<file path="src/rtl/icache_lined.sv">
// Direct-mapped instruction cache with multi-word lines, in-order line refill,
// whole-cache invalidate and redirect abort.
module icache_lined #(
  parameter int INDEX_W  = 4,
  parameter int OFFSET_W = 2,
  localparam int TAG_W   = 32'sd30 - INDEX_W - OFFSET_W
) (
  input  logic        clk_in,
  input  logic        rst_in,
  input  logic        rdy_in,
  input  logic        req_valid,
  input  logic [31:0] req_addr,
  output logic        req_ready,
  output logic        resp_valid,
  output logic [31:0] resp_inst,
  input  logic        abort,
  input  logic        flush,
  output logic        mem_req,
  output logic [31:0] mem_addr,
  input  logic        mem_valid,
  input  logic [31:0] mem_data
);

  localparam int LINES = 32'sd1 << INDEX_W;
  localparam int WORDS = 32'sd1 << OFFSET_W;

  typedef enum logic [1:0] {
    ST_IDLE    = 2'd0,
    ST_LOOKUP  = 2'd1,
    ST_REFILL  = 2'd2,
    ST_RESPOND = 2'd3
  } state_t;

  function automatic logic parity32(input logic [31:0] word);
    return ^word;
  endfunction

  state_t                  state_r;
  state_t                  state_nxt_s;
  logic [29:0]             addr_r;
  logic [LINES-1:0]        valid_r;
  logic [TAG_W-1:0]        tag_r [LINES];
  logic [31:0]             data_r [LINES*WORDS];
  logic [LINES*WORDS-1:0]  par_r;
  logic [OFFSET_W-1:0]     beat_r;
  logic                    abort_r;
  logic                    flush_r;
  logic                    resp_valid_r;
  logic [31:0]             resp_inst_r;
  logic                    mem_req_r;
  logic [31:0]             mem_addr_r;

  logic [TAG_W-1:0]        tag_s;
  logic [INDEX_W-1:0]      idx_s;
  logic [OFFSET_W-1:0]     off_s;
  logic [29-OFFSET_W:0]    line_s;
  logic [31:0]             hit_word_s;
  logic                    par_ok_s;
  logic                    hit_s;
  logic                    last_beat_s;
  logic [OFFSET_W-1:0]     beat_nxt_s;
  logic                    refill_fire_s;
  logic                    addr_lo_unused_s;

  assign tag_s         = addr_r[29 -: TAG_W];
  assign idx_s         = addr_r[OFFSET_W +: INDEX_W];
  assign off_s         = addr_r[OFFSET_W-1:0];
  assign line_s        = addr_r[29:OFFSET_W];
  assign hit_word_s    = data_r[{idx_s, off_s}];
  assign par_ok_s      = (par_r[{idx_s, off_s}] == parity32(hit_word_s));
  // A flush in the lookup cycle wins over a hit; a corrupted word refetches.
  assign hit_s         = valid_r[idx_s] && (tag_r[idx_s] == tag_s) && par_ok_s && !flush;
  assign last_beat_s   = (beat_r == {OFFSET_W{1'b1}});
  assign beat_nxt_s    = beat_r + OFFSET_W'(1'b1);
  assign refill_fire_s = (state_r == ST_REFILL) && mem_valid;
  assign addr_lo_unused_s = ^req_addr[1:0];

  assign req_ready  = (state_r == ST_IDLE);
  assign resp_valid = resp_valid_r;
  assign resp_inst  = resp_inst_r;
  assign mem_req    = mem_req_r;
  assign mem_addr   = mem_addr_r;

  // Next-state decode of the request/refill sequencer.
  always_comb begin
    state_nxt_s = state_r;
    case (state_r)
      ST_IDLE: begin
        if (req_valid) state_nxt_s = ST_LOOKUP;
        else           state_nxt_s = ST_IDLE;
      end
      ST_LOOKUP: begin
        if (abort)      state_nxt_s = ST_IDLE;
        else if (hit_s) state_nxt_s = ST_IDLE;
        else            state_nxt_s = ST_REFILL;
      end
      ST_REFILL: begin
        if (mem_valid && last_beat_s) state_nxt_s = ST_RESPOND;
        else                          state_nxt_s = ST_REFILL;
      end
      ST_RESPOND: state_nxt_s = ST_IDLE;
      default:    state_nxt_s = ST_IDLE;
    endcase
  end

  // State register, frozen while rdy_in is low.
  always_ff @(posedge clk_in) begin
    if (rst_in)      state_r <= ST_IDLE;
    else if (rdy_in) state_r <= state_nxt_s;
  end

  // Line storage: data words with parity, and the tag, written as beats arrive.
  always_ff @(posedge clk_in) begin
    if (!rst_in && rdy_in && refill_fire_s) begin
      data_r[{idx_s, beat_r}] <= mem_data;
      par_r[{idx_s, beat_r}]  <= parity32(mem_data);
      if (last_beat_s) tag_r[idx_s] <= tag_s;
    end
  end

  // Control registers, valid bits, response and memory-request outputs.
  always_ff @(posedge clk_in) begin
    if (rst_in) begin
      addr_r       <= 30'd0;
      valid_r      <= '0;
      beat_r       <= '0;
      abort_r      <= 1'b0;
      flush_r      <= 1'b0;
      resp_valid_r <= 1'b0;
      resp_inst_r  <= 32'd0;
      mem_req_r    <= 1'b0;
      mem_addr_r   <= 32'd0;
    end else if (rdy_in) begin
      resp_valid_r <= 1'b0;
      case (state_r)
        ST_IDLE: begin
          abort_r <= 1'b0;
          if (req_valid) addr_r <= req_addr[31:2];
        end
        ST_LOOKUP: begin
          if (!abort) begin
            if (hit_s) begin
              resp_valid_r <= 1'b1;
              resp_inst_r  <= hit_word_s;
            end else begin
              valid_r[idx_s] <= 1'b0;
              beat_r         <= '0;
              mem_req_r      <= 1'b1;
              mem_addr_r     <= {line_s, {OFFSET_W{1'b0}}, 2'b00};
            end
          end
        end
        ST_REFILL: begin
          if (abort) abort_r <= 1'b1;
          if (flush) flush_r <= 1'b1;
          if (mem_valid) begin
            if (beat_r == off_s) resp_inst_r <= mem_data;
            beat_r <= beat_nxt_s;
            if (last_beat_s) begin
              mem_req_r <= 1'b0;
              flush_r   <= 1'b0;
              // A flush seen at any point of the refill leaves the line invalid.
              if (!(flush || flush_r)) valid_r[idx_s] <= 1'b1;
            end else begin
              mem_addr_r <= {line_s, beat_nxt_s, 2'b00};
            end
          end
        end
        ST_RESPOND: resp_valid_r <= !(abort_r || abort);
        default: ;
      endcase
      if (flush) valid_r <= '0;
    end
  end

endmodule

</file>
<file path="config.mk">
export PLATFORM = sky130hd
export DESIGN_NAME = icache_lined
export DESIGN_NICKNAME = d
export VERILOG_FILES = /design/src/rtl/icache_lined.sv
export SDC_FILE = /design/constraint.sdc
export NUM_CORES = 2
export LEC_CHECK = 0
export BUFFER_PORTS_ARGS = -buffer_cell sky130_fd_sc_hd__clkbuf_2
export CAP_MARGIN = 25
export CORE_MARGIN = 2
export CORE_UTILIZATION = 35
export DETAILED_ROUTE_END_ITERATION = 10
export SYNTH_ARGS = -nofsm -noshare
export SYNTH_HDL_FRONTEND = slang
export SYNTH_SLANG_ARGS = --single-unit
</file>
<file path="constraint.sdc">
create_clock -name clk_in -period 5.1 [get_ports clk_in]
set_input_delay 0.765 -clock clk_in [delete_from_list [all_inputs] [get_ports clk_in]]
set_output_delay 0.765 -clock clk_in [all_outputs]
set_load 0.05 [all_outputs]
</file>
==> run summary <==
Starting density of the core: 35.16%
Skew final: 80.94 ps
WP data arrival: 5870 ps
Area Overhead vs Synth: 18.56%
Buffers on Ports: 133
Clk buf depth: 4
Crit-path cells: buf_12 > buf_12 > mux4_2 > mux4_2 > a22o_2 > a221oi_4 > xor2_2 > xnor2_2 > xnor2_2 > buf_4 > xnor3_2 > xnor3_2 > a21oi_1 > or3_4 > buf_12 > a211oi_1
Core Area: 0.2877 mm^2
Mean Syn Cell Area: 22.01 um^2
Seq pwr share: 51.3%
Layout cells sized above 1: 34.34%
Int Pwr: 36.26 mW
Die area: 0.2932 mm^2
Worst Max-Slew Pin Slew: 1067 ps
Final setup vio count: 1
Hold_sp: req_addr[17]
Post-synth cell types: 61
Synth cell count leaders: edfxtp_1 (2,496), mux4_2 (698), nor2_1 (203)
Main area contributors after synthesis: edfxtp_1 (74%), mux4_2 (16%), dfxtp_1 (2.4%)
Routed len/inst: 31.89 um
Max-cap violations: 0
Critical Path Sink Type: flop
Clock latency at the later pin of the worst-skew pair: 880 ps
Root Driver: clkbuf_16
Cell area after synthesis: 0.1011 mm^2
Max Freq: 195.7 MHz
Clock Pin Slew Worst Setup and Hold Paths: 60 ps
CTS Buf Count: 271
Vias in the first global route: 51,190
Clock Sinks: 2,618
Rows: 197
Setup ws final: -9.833 ps
Yosys top cell area share: 74.12%
Crit path max fanout: 32
Pin count of the biggest net entering global routing: 66
Comb power frac: 7.4%
Die X: 541.5 um
Worst hold path class: in -> reg
HPWL Detailed: 172,600 um
Hold Vio Cnt, Final: 0
P_sw: 10.27 mW
Total Power: 46.52 mW
Crit Path Class: reg -> reg
Fin crit share: 100.2%
Count leader, synth: edfxtp_1
Top Ports: 138
Pwr dens: 388.0 mW/mm^2
Via density: 5.664
Seq/Total Area, Yosys: 76.53%
Max Slew Vio Count: 0
Clock share of power: 41.3%
GRT Residual Overflow: 0
Post-route minimum period: 5110 ps
Crit-path slowest cell: mux4_2
Outcome: complete, but fails checks
Failing checks: negative setup slack
Peak VDD IR: 0.0003127 V
Nets: 5,304
Synth warnings: 0
Synth Register Bits: 2,618
Initial DRC Count: 7,510
Reg2reg path depth: 16
CP required: 5860 ps
Drt pass-1 iters: 6
CTS tree: built
Predominant post-synthesis flop cell: edfxtp_1
Final GP Congestion: 0.8270
FF-to-FF End: resp_inst[1]
Hold_buf cts: 0
Final antenna-violating net count: 0
Post-synthesis cell count: 4,594
Hold depth: 3
RSZ-0062 raised after global routing: yes
Htree depth: 5
Cell accounting for the most synthesized area: edfxtp_1
Hold Path Sink: addr_r[15]
R2R setup slack: -10 ps
Vias: 52,210
Rel. slew slack: 28.68%
Setup tns final: -9.833 ps
Worst path most repeated cell: buf_12
Lkg Pwr: 36.80 nW
Switching Share: 22.07%
Critical path's largest stage delay: 530 ps
Crit start category: flop
Routed WL: 294,000 um
Post-synth EDFFs: 2,496
Initial antenna violation count: 16
First-pass GRT wire length: 406,700 um
Post-synth ARST share: 0%
Drt drc: 0
Die Span Y: 541.5 um
Gr usage total: 19.69%
==> sequential cells by signal (all words and copies together), names as in the netlist, named ones only <==
| signal | flops |
|---|---|
| resp_inst | 32 |
| data_r | 2048 |
| mem_req | 1 |
| valid_r | 16 |
| abort_r | 1 |
| flush_r | 1 |
| state_r | 1 |
| par_r | 64 |
| beat_r | 2 |
| addr_r | 30 |
| tag_r | 384 |
| resp_valid | 1 |
| mem_addr | 30 |
==> cell usage in the layout, fill, tap and decap left out, types with 11 or more instances in the layout <==
cell and instances:
clkbuf_2 133, clkinv_1 52, buf_16 21, a211oi_1 16, clkbuf_16 284, nor2b_1 30, and2_1 13, mux4_2 698
nand2_1 106, bufinv_16 17, a22oi_1 75, mux2i_1 98, o21ai_0 33, buf_12 87, buf_4 359, a22o_1 17
buf_6 14, clkbuf_1 62, dfxtp_1 116, mux2_2 19, a31oi_1 11, nor2_1 122, nor2_4 81, edfxtp_1 2496
xnor2_1 53, clkinv_2 35, inv_1 41, a221oi_1 12, a211oi_2 20, xor2_1 20, a21oi_1 90
==> metal layers <==
layer | share of wire (%) | wire [um] | vias to the layer above | track usage (%)
li1 | - | - | 20560 | -
met1 | 40 | 119000 | 28530 | 27.52
met2 | 47 | 139300 | 2659 | 31.23
met3 | 8.8 | 25840 | 456 | 3.609
met4 | 3.3 | 9712 | 12 | 6.255
met5 | 0.030 | 88 | - | 0
==> power by group through the flow <==
stage	registers (mW)	clock network, mW	logic, mW
floorplan	24.4	0	1.60
global placement	24.3	0	3.10
detailed placement	24.3	0	3.16
CTS	23.9	19.5	3.32
global route	23.9	20.3	3.61
finish	23.9	19.2	3.44
==> layout make-up <==
cell class                 instances  area, um^2
tap                             3781        4731
clock buffer                     350        7346
fill                           24720      167800
clock inverter                   125        1131
antenna                            3       7.507
multi-input combinational       1680       23110
timing repair buffer             619        5988
sequential                      2618       77420
inverter                          42       157.7
==> per-stage QoR <==
step | setup slack (ps) | hold slack (ps) | instance area [um^2] | util, % | cells
final | -9.833 | 165.0 | 119900 | 41.68 | 9218
after global placement | -329.1 | 451.6 | 110100 | 38.28 | 8687
after global routing | -85.84 | 132.7 | 119900 | 41.68 | 9216
after floorplan | 709.3 | 443.4 | 101100 | - | 4595
after CTS | -7.066 | 118.7 | 119400 | 41.53 | 9199
after detailed placement | -339.0 | 441.8 | 110200 | 38.31 | 8690
==> cell families (layout without fill, tap and decap cells) <==
family          count (synthesis)  count (layout)  share of synthesized area (%)
compound gates                358             358                          2.546
xor+xnor                       88              88                         0.8178
fa+ha+maj                       1               1                        0.01237
buf+inv                       297            1136                          1.527
flops                        2618            2618                          76.53
mux                           819             819                          16.77
other cells                     1               5                       0.003708
simple gates                  412             412                          1.793
==> worst max-delay path by stage <==
stage	start	end	slack (ps)	cells after the start
floorplan	flop	resp_inst[10]	710	17
global placement	flop	resp_inst[29]	-330	18
detailed placement	flop	resp_inst[0]	-340	16
CTS	flop	resp_inst[7]	-7	20
global route	flop	resp_inst[1]	-90	18
finish	flop	resp_inst[1]	-10	16
==> what timing repair did <==
| item | in CTS | in global routing |
|---|---|---|
| setup endpoints to repair | 81 | 78 |
| pin swaps | 3 | 9 |
| hold endpoints to repair | 0 | 0 |
| cloned | 8 | 3 |
| resized for setup | 38 | 50 |
| buffers inserted | 26 | 15 |
==> critical path, delay by kind of cell, from the launching register on <==
kind / cells / cell delay (ps)
xor gates and xnor gates: 5 / 1280
AOI/OAI and AO/OA: 4 / 1050
muxes: 2 / 1020
buffers and inverters: 4 / 660
DFF: 1 / 420
and+or+nand+nor: 1 / 410
Power figures use the tool's default switching activity.
